**config.mk**
```make
export PLATFORM = sky130hd
export DESIGN_NAME = ddr_axi_read_ctrl
export DESIGN_NICKNAME = d
export VERILOG_FILES = /design/src/rtl/ddr_axi_read_ctrl.sv
export SDC_FILE = /design/constraint.sdc
export NUM_CORES = 1
export LEC_CHECK = 0
export ABC_CLOCK_PERIOD_IN_PS = 3550
export CAP_MARGIN = 20
export CORE_AREA = 5 5 115 117
export DETAILED_ROUTE_END_ITERATION = 12
export DIE_AREA = 0 0 120 122
export PLACE_DENSITY = 0.79
export SYNTH_ARGS = -nofsm -noshare
export SYNTH_HDL_FRONTEND = slang
export SYNTH_SLANG_ARGS = --single-unit
```
**constraint.sdc**
```tcl
create_clock -name ACLK -period 3.55 [get_ports ACLK]
set_input_delay 0.5325 -clock ACLK [delete_from_list [all_inputs] [get_ports ACLK]]
set_output_delay 0.5325 -clock ACLK [all_outputs]
set_load 0.03 [all_outputs]
```
**src/rtl/ddr_axi_read_ctrl.sv**
```systemverilog
// AXI4 read master for the DDR path: turns one UI read command into a sequence of
// INCR bursts, keeps up to MAX_OUTSTANDING bursts in flight, and writes returned beats to the UI FIFO.
module ddr_axi_read_ctrl #(
   parameter int         DATA_WIDTH      = 64,
   parameter int         ADDR_WIDTH      = 29,
   parameter int         BURST_LEN_WIDTH = 8,
   parameter int         NUM_BURST_WIDTH = 8,
   parameter int         MAX_OUTSTANDING = 4,
   parameter logic [3:0] AXI_ID          = 4'hF
) (
   input  logic                       ACLK,
   input  logic                       ARESETN,
   input  logic                       rd_start,
   input  logic [BURST_LEN_WIDTH-1:0] rd_burst_len,
   input  logic [ADDR_WIDTH-1:0]      rd_start_addr,
   input  logic [NUM_BURST_WIDTH-1:0] rd_num_burst,
   output logic                       rd_ready,
   input  logic                       rd_fifo_full,
   output logic [DATA_WIDTH-1:0]      rd_fifo_data,
   output logic                       rd_fifo_we,
   output logic                       rd_done,
   output logic                       rd_err,
   output logic [3:0]                 m_axi_arid,
   output logic [ADDR_WIDTH-1:0]      m_axi_araddr,
   output logic [BURST_LEN_WIDTH-1:0] m_axi_arlen,
   output logic [2:0]                 m_axi_arsize,
   output logic [1:0]                 m_axi_arburst,
   output logic                       m_axi_arlock,
   output logic [3:0]                 m_axi_arcache,
   output logic [2:0]                 m_axi_arprot,
   output logic [3:0]                 m_axi_arqos,
   output logic                       m_axi_arvalid,
   input  logic                       m_axi_arready,
   output logic                       m_axi_rready,
   input  logic                       m_axi_rvalid,
   input  logic                       m_axi_rlast,
   input  logic [1:0]                 m_axi_rresp,
   input  logic [3:0]                 m_axi_rid,
   input  logic [DATA_WIDTH-1:0]      m_axi_rdata
);

   localparam int ARSIZE = $clog2(DATA_WIDTH / 8);
   localparam int OUT_W  = $clog2(MAX_OUTSTANDING + 1);

   typedef enum logic [1:0] {IDLE, ISSUE, DRAIN, DONE} state_e;

   state_e                     state_q, state_d;
   logic [ADDR_WIDTH-1:0]      araddr_q, araddr_d;
   logic [BURST_LEN_WIDTH-1:0] arlen_q, arlen_d;
   logic [BURST_LEN_WIDTH-1:0] burst_len_q, burst_len_d;
   logic [BURST_LEN_WIDTH-1:0] beat_cnt_q, beat_cnt_d;
   logic [NUM_BURST_WIDTH-1:0] issue_cnt_q, issue_cnt_d;
   logic [NUM_BURST_WIDTH-1:0] cmpl_cnt_q, cmpl_cnt_d;
   logic [OUT_W-1:0]           outstanding_q, outstanding_d;
   logic                       err_q, err_d;

   logic                  can_issue, ar_hs, r_hs, r_active, burst_end, out_dec;
   logic [ADDR_WIDTH-1:0] addr_step;

   assign m_axi_arid    = AXI_ID;
   assign m_axi_arsize  = 3'(ARSIZE);
   assign m_axi_arburst = 2'b01;
   assign m_axi_arlock  = 1'b0;
   assign m_axi_arcache = 4'b0011;
   assign m_axi_arprot  = 3'b000;
   assign m_axi_arqos   = 4'b0000;
   assign m_axi_araddr  = araddr_q;
   assign m_axi_arlen   = arlen_q;

   // FIFO side is a straight pass-through of the R channel
   assign m_axi_rready = ~rd_fifo_full;
   assign r_hs         = m_axi_rvalid & m_axi_rready;
   assign rd_fifo_we   = r_hs;
   assign rd_fifo_data = m_axi_rdata;

   // arvalid derives only from registered state, so it cannot drop before arready
   assign can_issue     = (state_q == ISSUE) && (issue_cnt_q != '0) &&
                          (outstanding_q < OUT_W'(MAX_OUTSTANDING));
   assign m_axi_arvalid = can_issue;
   assign ar_hs         = can_issue & m_axi_arready;

   // beats are only accounted while a command owns the bus; stale beats after reset just pass through
   assign r_active  = (state_q == ISSUE) || (state_q == DRAIN);
   assign burst_end = r_active & r_hs & (m_axi_rlast | (beat_cnt_q == arlen_q));
   assign out_dec   = burst_end && (outstanding_q != '0);
   assign addr_step = ADDR_WIDTH'(burst_len_q) << ARSIZE;

   assign rd_ready = (state_q == IDLE);
   assign rd_done  = (state_q == DONE);
   assign rd_err   = err_q;

   always_comb begin
      state_d       = state_q;
      araddr_d      = araddr_q;
      arlen_d       = arlen_q;
      burst_len_d   = burst_len_q;
      beat_cnt_d    = beat_cnt_q;
      issue_cnt_d   = issue_cnt_q;
      cmpl_cnt_d    = cmpl_cnt_q;
      outstanding_d = outstanding_q;
      err_d         = err_q;

      if (ar_hs) begin
         araddr_d    = araddr_q + addr_step;
         issue_cnt_d = issue_cnt_q - 1'b1;
      end

      case ({ar_hs, out_dec})
         2'b10:   outstanding_d = outstanding_q + 1'b1;
         2'b01:   outstanding_d = outstanding_q - 1'b1;
         default: outstanding_d = outstanding_q;
      endcase

      if (r_active && r_hs) begin
         beat_cnt_d = burst_end ? '0 : beat_cnt_q + 1'b1;
         if ((m_axi_rresp != 2'b00) || (m_axi_rid != AXI_ID) ||
             (m_axi_rlast != (beat_cnt_q == arlen_q)))
            err_d = 1'b1;
      end
      if (burst_end && (cmpl_cnt_q != '0))
         cmpl_cnt_d = cmpl_cnt_q - 1'b1;

      case (state_q)
         IDLE: begin
            if (rd_start && (rd_burst_len != '0) && (rd_num_burst != '0)) begin
               araddr_d      = rd_start_addr;
               arlen_d       = rd_burst_len - 1'b1;
               burst_len_d   = rd_burst_len;
               beat_cnt_d    = '0;
               issue_cnt_d   = rd_num_burst;
               cmpl_cnt_d    = rd_num_burst;
               outstanding_d = '0;
               err_d         = 1'b0;
               state_d       = ISSUE;
            end
         end
         ISSUE:   if (issue_cnt_d == '0) state_d = DRAIN;
         DRAIN:   if (cmpl_cnt_q == '0) state_d = DONE;
         DONE:    state_d = IDLE;
         default: state_d = IDLE;
      endcase
   end

   always_ff @(posedge ACLK) begin
      if (!ARESETN) begin
         state_q       <= IDLE;
         araddr_q      <= '0;
         arlen_q       <= '0;
         burst_len_q   <= '0;
         beat_cnt_q    <= '0;
         issue_cnt_q   <= '0;
         cmpl_cnt_q    <= '0;
         outstanding_q <= '0;
         err_q         <= 1'b0;
      end else begin
         state_q       <= state_d;
         araddr_q      <= araddr_d;
         arlen_q       <= arlen_d;
         burst_len_q   <= burst_len_d;
         beat_cnt_q    <= beat_cnt_d;
         issue_cnt_q   <= issue_cnt_d;
         cmpl_cnt_q    <= cmpl_cnt_d;
         outstanding_q <= outstanding_d;
         err_q         <= err_d;
      end
   end

endmodule

```
Word level (Yosys, flattened, before mapping)
Cells that the tools add are included.

Flip-flop bits (word level): 75. Input port bits: 122. Output and inout port bits: 128. Word-level logic and storage cells: 79.

Add/sub/neg operators: 7. $lt $le $gt $ge: 1. Equality and inequality tests: 11. Mux-type cells: 24. Bitwise operators: 6. Reduce and logical (&&, ||, !) cells: 21.

Operators with widths (count): $mux 29 (3); $mux 8 (10); $reduce_bool 8->1 (4); $add 29x11->29 (1); $sub 8x1->8 const B (3); $logic_not 8->1 (2); $add 8x1->8 const B (1); $eq 8x8->1 (1); $pmux 2 s4 (1); $logic_and 1x1->1 (7); $eq 2x2->1 const B (3); $mux 2 (3); $mux 3 (2); $ne 2x1->1 const B (3); $pmux 3 s2 (1); $and 1x1->1 (4); $eq 2x1->1 const B (2); $mux 1 (4); $ne 4x4->1 const B (1); $add 3x1->3 const B (1); $logic_or 1x1->1 (3); $lt 3x3->1 const B (1); $reduce_and 3->1 (1); $reduce_bool 3->1 (1); 7 further kinds (7).

Logic depth before layout (Yosys ltp)
Word-level depth: 9. Mapped depth: 13. Depth with buffers taken out: 12.

Least setup slack after synthesis
OpenSTA, ideal clock, no wires.

Path kind: flip-flop to flip-flop. From: register issue_cnt_q[0]. To: register outstanding_q[2]. Setup time: 120 ps. Arrival time: 2445 ps. Required time: 3430 ps. Setup slack: 985 ps. Cell stages (with the launch flop): 14. Buffers on the path: 1. Clock period less this slack: 2565 ps. Cells stage by stage: dfxtp_1 > inv_1 > ha_1 > nor4b_4 > a21boi_2 > inv_1 > buf_2 > ha_1 > inv_1 > fa_1 > xor2_1 > nor2_1 > xnor2_1 > nor2_1.

Word-level cells in the longest chain between the ends: 8. Elaborated cells on any way between the ends: 9. Classes of those cells: eq/ne: 2; mux: 3; bitwise: 1; reduce/logical: 3.

RTL lines: from (decl) (line 52) `logic [NUM_BURST_WIDTH-1:0] issue_cnt_q, issue_cnt_d;`; from (signal assigned) (line 161) `issue_cnt_q <= issue_cnt_d;`; $reduce_bool 8->1 * (line 77) `assign can_issue = (state_q == ISSUE) && (issue_cnt_q != '0) &&`; $logic_and 1x1->1 * (2 in a row) (line 77); $and 1x1->1 * (line 80) `assign ar_hs = can_issue & m_axi_arready;`; $eq 2x1->1 / $eq 2x2->1 (equally long branches) (line 108) `case ({ar_hs, out_dec})`; $pmux 3 s2 * (line 108); $mux 3 (line 125) `if (rd_start && (rd_burst_len != '0) && (rd_num_burst != '0)) begin`; $mux 3 * (line 123) `case (state_q)`; to (signal assigned) (line 163) `outstanding_q <= outstanding_d;`; to (decl) (line 54) `logic [OUT_W-1:0] outstanding_q, outstanding_d;`.

Mark *: on every way between the ends. The rest lies on a longest branch, timed or not. A chain may end at the register's enable or synchronous reset.

Worst setup path in the final report
From: register beat_cnt_q[0]. To: register outstanding_q[2].

Word-level cells in the longest chain between the ends: 8. Elaborated cells on any way between the ends: 9. Classes of those cells: eq/ne: 3; mux: 3; bitwise: 2; reduce/logical: 1.

RTL lines: from (decl) (line 51) `logic [BURST_LEN_WIDTH-1:0] beat_cnt_q, beat_cnt_d;`; from (signal assigned) (line 160) `beat_cnt_q <= beat_cnt_d;`; $eq 8x8->1 * (line 84) `assign burst_end = r_active & r_hs & (m_axi_rlast | (beat_cnt_q == arlen_q));`; $or 1x1->1 * (line 84); $and 1x1->1 * (line 84); $logic_and 1x1->1 * (line 85) `assign out_dec = burst_end && (outstanding_q != '0);`; $eq 2x1->1 / $eq 2x2->1 (equally long branches) (line 108); $pmux 3 s2 * (line 108); $mux 3 (line 125); $mux 3 * (line 123).

Marks and branches as above.

==> summary.txt <==
Power and ir drop
  – Leak: roughly 2.2 nW
  – NetSw: about 1.6 mW
  – Max VDD drop: 0.2849 mV
  – Combinational power share: approximately 46%
  – Seq pwr share: 32.9%
  – Int Power: between 2 and 2.5 mW
  – Clock share of power: about a fifth
  – PD cells: between 600 and 700 nW/um^2
  – Sw Share: 41.57%

Worst setup path
  – R2R Setup Slk: ~0.68 ns
  – Critical path's slowest cell: dfxtp_1
  – FF-to-FF End: outstanding_q[2]$_SDFF_PN0_
  – Critical path type: reg -> reg
  – CP Launch Type: flip-flop
  – Element type at the critical path end: flip-flop
  – Crit Path Max Fanout: 5
  – CP arrival: about 3 ns
  – CP Cell Sequence: xor2_1 > nor4_1 > nand2_1 > ha_1 > nor3_1 > ha_1 > inv_1 > fa_1 > xor2_1 > nor2_1 > xnor2_1 > nor2_1
  – Crit path required time: 3.75 ns
  – Start point of the critical path: beat_cnt_q[0]$_SDFF_PN0_
  – Worst r2r src: beat_cnt_q[0]$_SDFF_PN0_
  – R2R cell count: 12
  – Largest stage delay on the critical path: between 0.4 and 0.5 ns

CTS
  – TritonCTS clock tree: yes
  – Sink Count: 75
  – Hold buffer count at cts: 0
  – Clock Latency Late Sink: between 0.3 and 0.4 ns
  – CTS resizes: 0
  – CTS clk-pin slew, worst paths: 0.06 ns
  – Root Driver: clkbuf_16
  – CTS Buffer Depth: 2
  – TritonCTS buffer count: 9
  – H-tree levels: 3
  – Setup bufs post-CTS: 0

Route
  – 1st-pass router iterations: 6
  – WL final: 11940 um
  – Antenna viol nets, final: 0
  – DR iter-0 viols: between 200 and 250
  – Routed vias/inst: 5.166
  – Residual DRC count: 0
  – Avg WL per Cell: ~15 um
  – Vias: 3993

Logic synthesis
  – Yosys top cell by area: dfxtp_1
  – Mapped Avg Cell Area: 8.281 um^2
  – Synth warnings: 0
  – Asr flop ratio synth: 0%
  – Synth cell count leaders: buf_4, dfxtp_1, nand2_1
  – Cell count after synthesis: between 500 and 600
  – Synth cell types: 56
  – Flip-flop and latch count after synthesis: between 70 and 80
  – Synth Flop Type: dfxtp_1
  – Top post-synthesis cells by area: dfxtp_1, buf_4, ha_1, xor2_1, xnor2_1
  – Area share of the largest cell type after synthesis: a little under a third
  – Seq/Total Area, Yosys: a little under a third
  – Synth Cell Area: between 4000 and 5000 um^2
  – Post-synth EDFFs: 0
  – Most frequent cell after synthesis: buf_4

Timing
  – Tmin final: roughly 2.9 ns
  – Final setup violating endpoints: 0
  – Hold Slack: about 0.46 ns
  – Final Max Slew Viols: 0
  – Tightest Pin Transition: roughly 0.70 ns
  – Clk_skew: 0.008641 ns
  – Max Fclk: 0.3488 GHz
  – Fin crit share: roughly 80%
  – RSZ-0062 raised after global routing: no
  – Max-Slew Margin vs Limit: approximately 53%
  – TNS Setup: 0 ns
  – Fin. Hold Viols: 0

Layout
  – Layout cells sized above 1: between 5 and 6%
  – Filler cells: 1164
  – ANT cells: 0
  – Area growth from synthesis to layout: 18.85%
  – Final core occ: about 47%
  – Final net count: between 700 and 800

Worst hold path
  – Worst Hold End: m_axi_araddr[2]$_SDFFE_PN0P_
  – Hold depth: 2
  – HP Class: reg -> reg
  – Hold Crit Start: m_axi_araddr[2]$_SDFFE_PN0P_

Floorplanning
  – IO Count: 250
  – Row count: just over 40
  – Initial Util: between 30% and 40%
  – Die H: about 120 um
  – Die W: between 100 and 150 um
  – Die area: 14640 um^2
  – Core footprint: 12260 um^2

Placed design
  – Placer congestion estimate: 0.8779
  – HPWL Detailed: approximately 9000 um
  – Port bufs: 100

Run status
  – Status: finished clean

Global routing
  – First-pass GRT wire length: 19250 um
  – GRT Resource Usage Total: between 10% and 20%
  – Vias in the first global route: 3913
  – Initial antenna violation count: 0
  – Largest net degree at the start of global routing: 65
  – Gr ovfl total: 0

Flow run
  – Total of max-cap violations: 0
-- per-layer routing --
layer	GRT usage (%)	up-vias	part of all wire, %
met1	21.04	1847	45
met2	26.87	142	48
li1	-	1994	-
met5	0	-	0
met3	4.132	10	6.7
met4	4.581	0	0.83
-- layout by cell type, fill, tap and decap left out, types with 5 or more instances in the layout --
cell type          n
clkdlybuf4s50_1  100
dfxtp_1           75
nand2_1           55
nor2_1            54
a21oi_1           45
xor2_1            29
a211oi_1          28
xnor2_1           28
inv_1             22
ha_1              21
conb_1            21
nand3_1           17
o21ai_0           13
clkbuf_16          9
nor4_1             8
nand4_1            7
buf_4              7
nor3_1             6
a21o_1             5
and3_1             5
a311oi_1           5
-- per-stage QoR --
stage          setup slack (ns)  cells  total power [mW]  area, um^2
5_1_grt                  0.4348    773             4.183        5758
4_1_cts                  0.6970    772             3.923        5731
3_3_place_gp             0.6706    757             3.056        5463
6_report                 0.6830    773             3.918        5758
3_5_place_dp             0.5832    757             3.075        5463
2_1_floorplan            0.9854    604             2.610        4916
-- flip-flops by register name, indices dropped and copies added, names as in the netlist --
signal and flops:
rd_err 1, m_axi_arlen 8, burst_len_q 8, issue_cnt_q 8, outstanding_q 3, m_axi_araddr 29
beat_cnt_q 8, cmpl_cnt_q 8, state_q 2
-- kinds of logic after synthesis --
group	after synthesis	synth area share, %
compound gates	120	16.71
xor+xnor	57	10.30
fa+ha+maj	23	6.250
buf+inv	128	16.53
flops	75	30.99
mux	5	1.136
other cells	2	0.1550
simple gates	175	17.92
-- area by class of cell --
class,instances,area [um^2],area share [%]
clock buffer,9,225.2,3.911
inverter,23,86.33,1.499
multi-input combinational,401,2614,45.39
timing repair buffer,109,1101,19.12
clock inverter,6,42.54,0.7388
sequential,75,1501,26.08
tap,150,187.7,3.259
-- worst max-delay path, delay by kind of cell, from the launching register on --
| family | cells | cell delay [ns] |
|---|---|---|
| xor+xnor | 3 | 0.39 |
| fa+ha+maj | 3 | 0.90 |
| buf+inv | 1 | 0.06 |
| flops | 1 | 0.46 |
| simple gates | 5 | 0.92 |
-- power groups by stage --
| stage | logic (mW) | registers (mW) | clock network, mW |
|---|---|---|---|
| global route | 1.97 | 1.32 | 0.886 |
| detailed placement | 1.77 | 1.30 | 0 |
| CTS | 1.79 | 1.29 | 0.847 |
| finish | 1.80 | 1.29 | 0.824 |
| floorplan | 1.13 | 1.48 | 0 |
| global placement | 1.75 | 1.30 | 0 |
-- worst max-delay path by stage --
stage                             endpoint  slack [ns]
6_report       outstanding_q[2]$_SDFF_PN0_        0.68
5_1_grt        outstanding_q[2]$_SDFF_PN0_        0.43
4_1_cts        outstanding_q[2]$_SDFF_PN0_        0.70
3_5_place_dp    m_axi_araddr[9]$_SDFF_PN0_        0.58
3_3_place_gp    m_axi_araddr[9]$_SDFF_PN0_        0.67
2_1_floorplan  outstanding_q[2]$_SDFF_PN0_        0.99
Power figures use the tool's default switching activity.
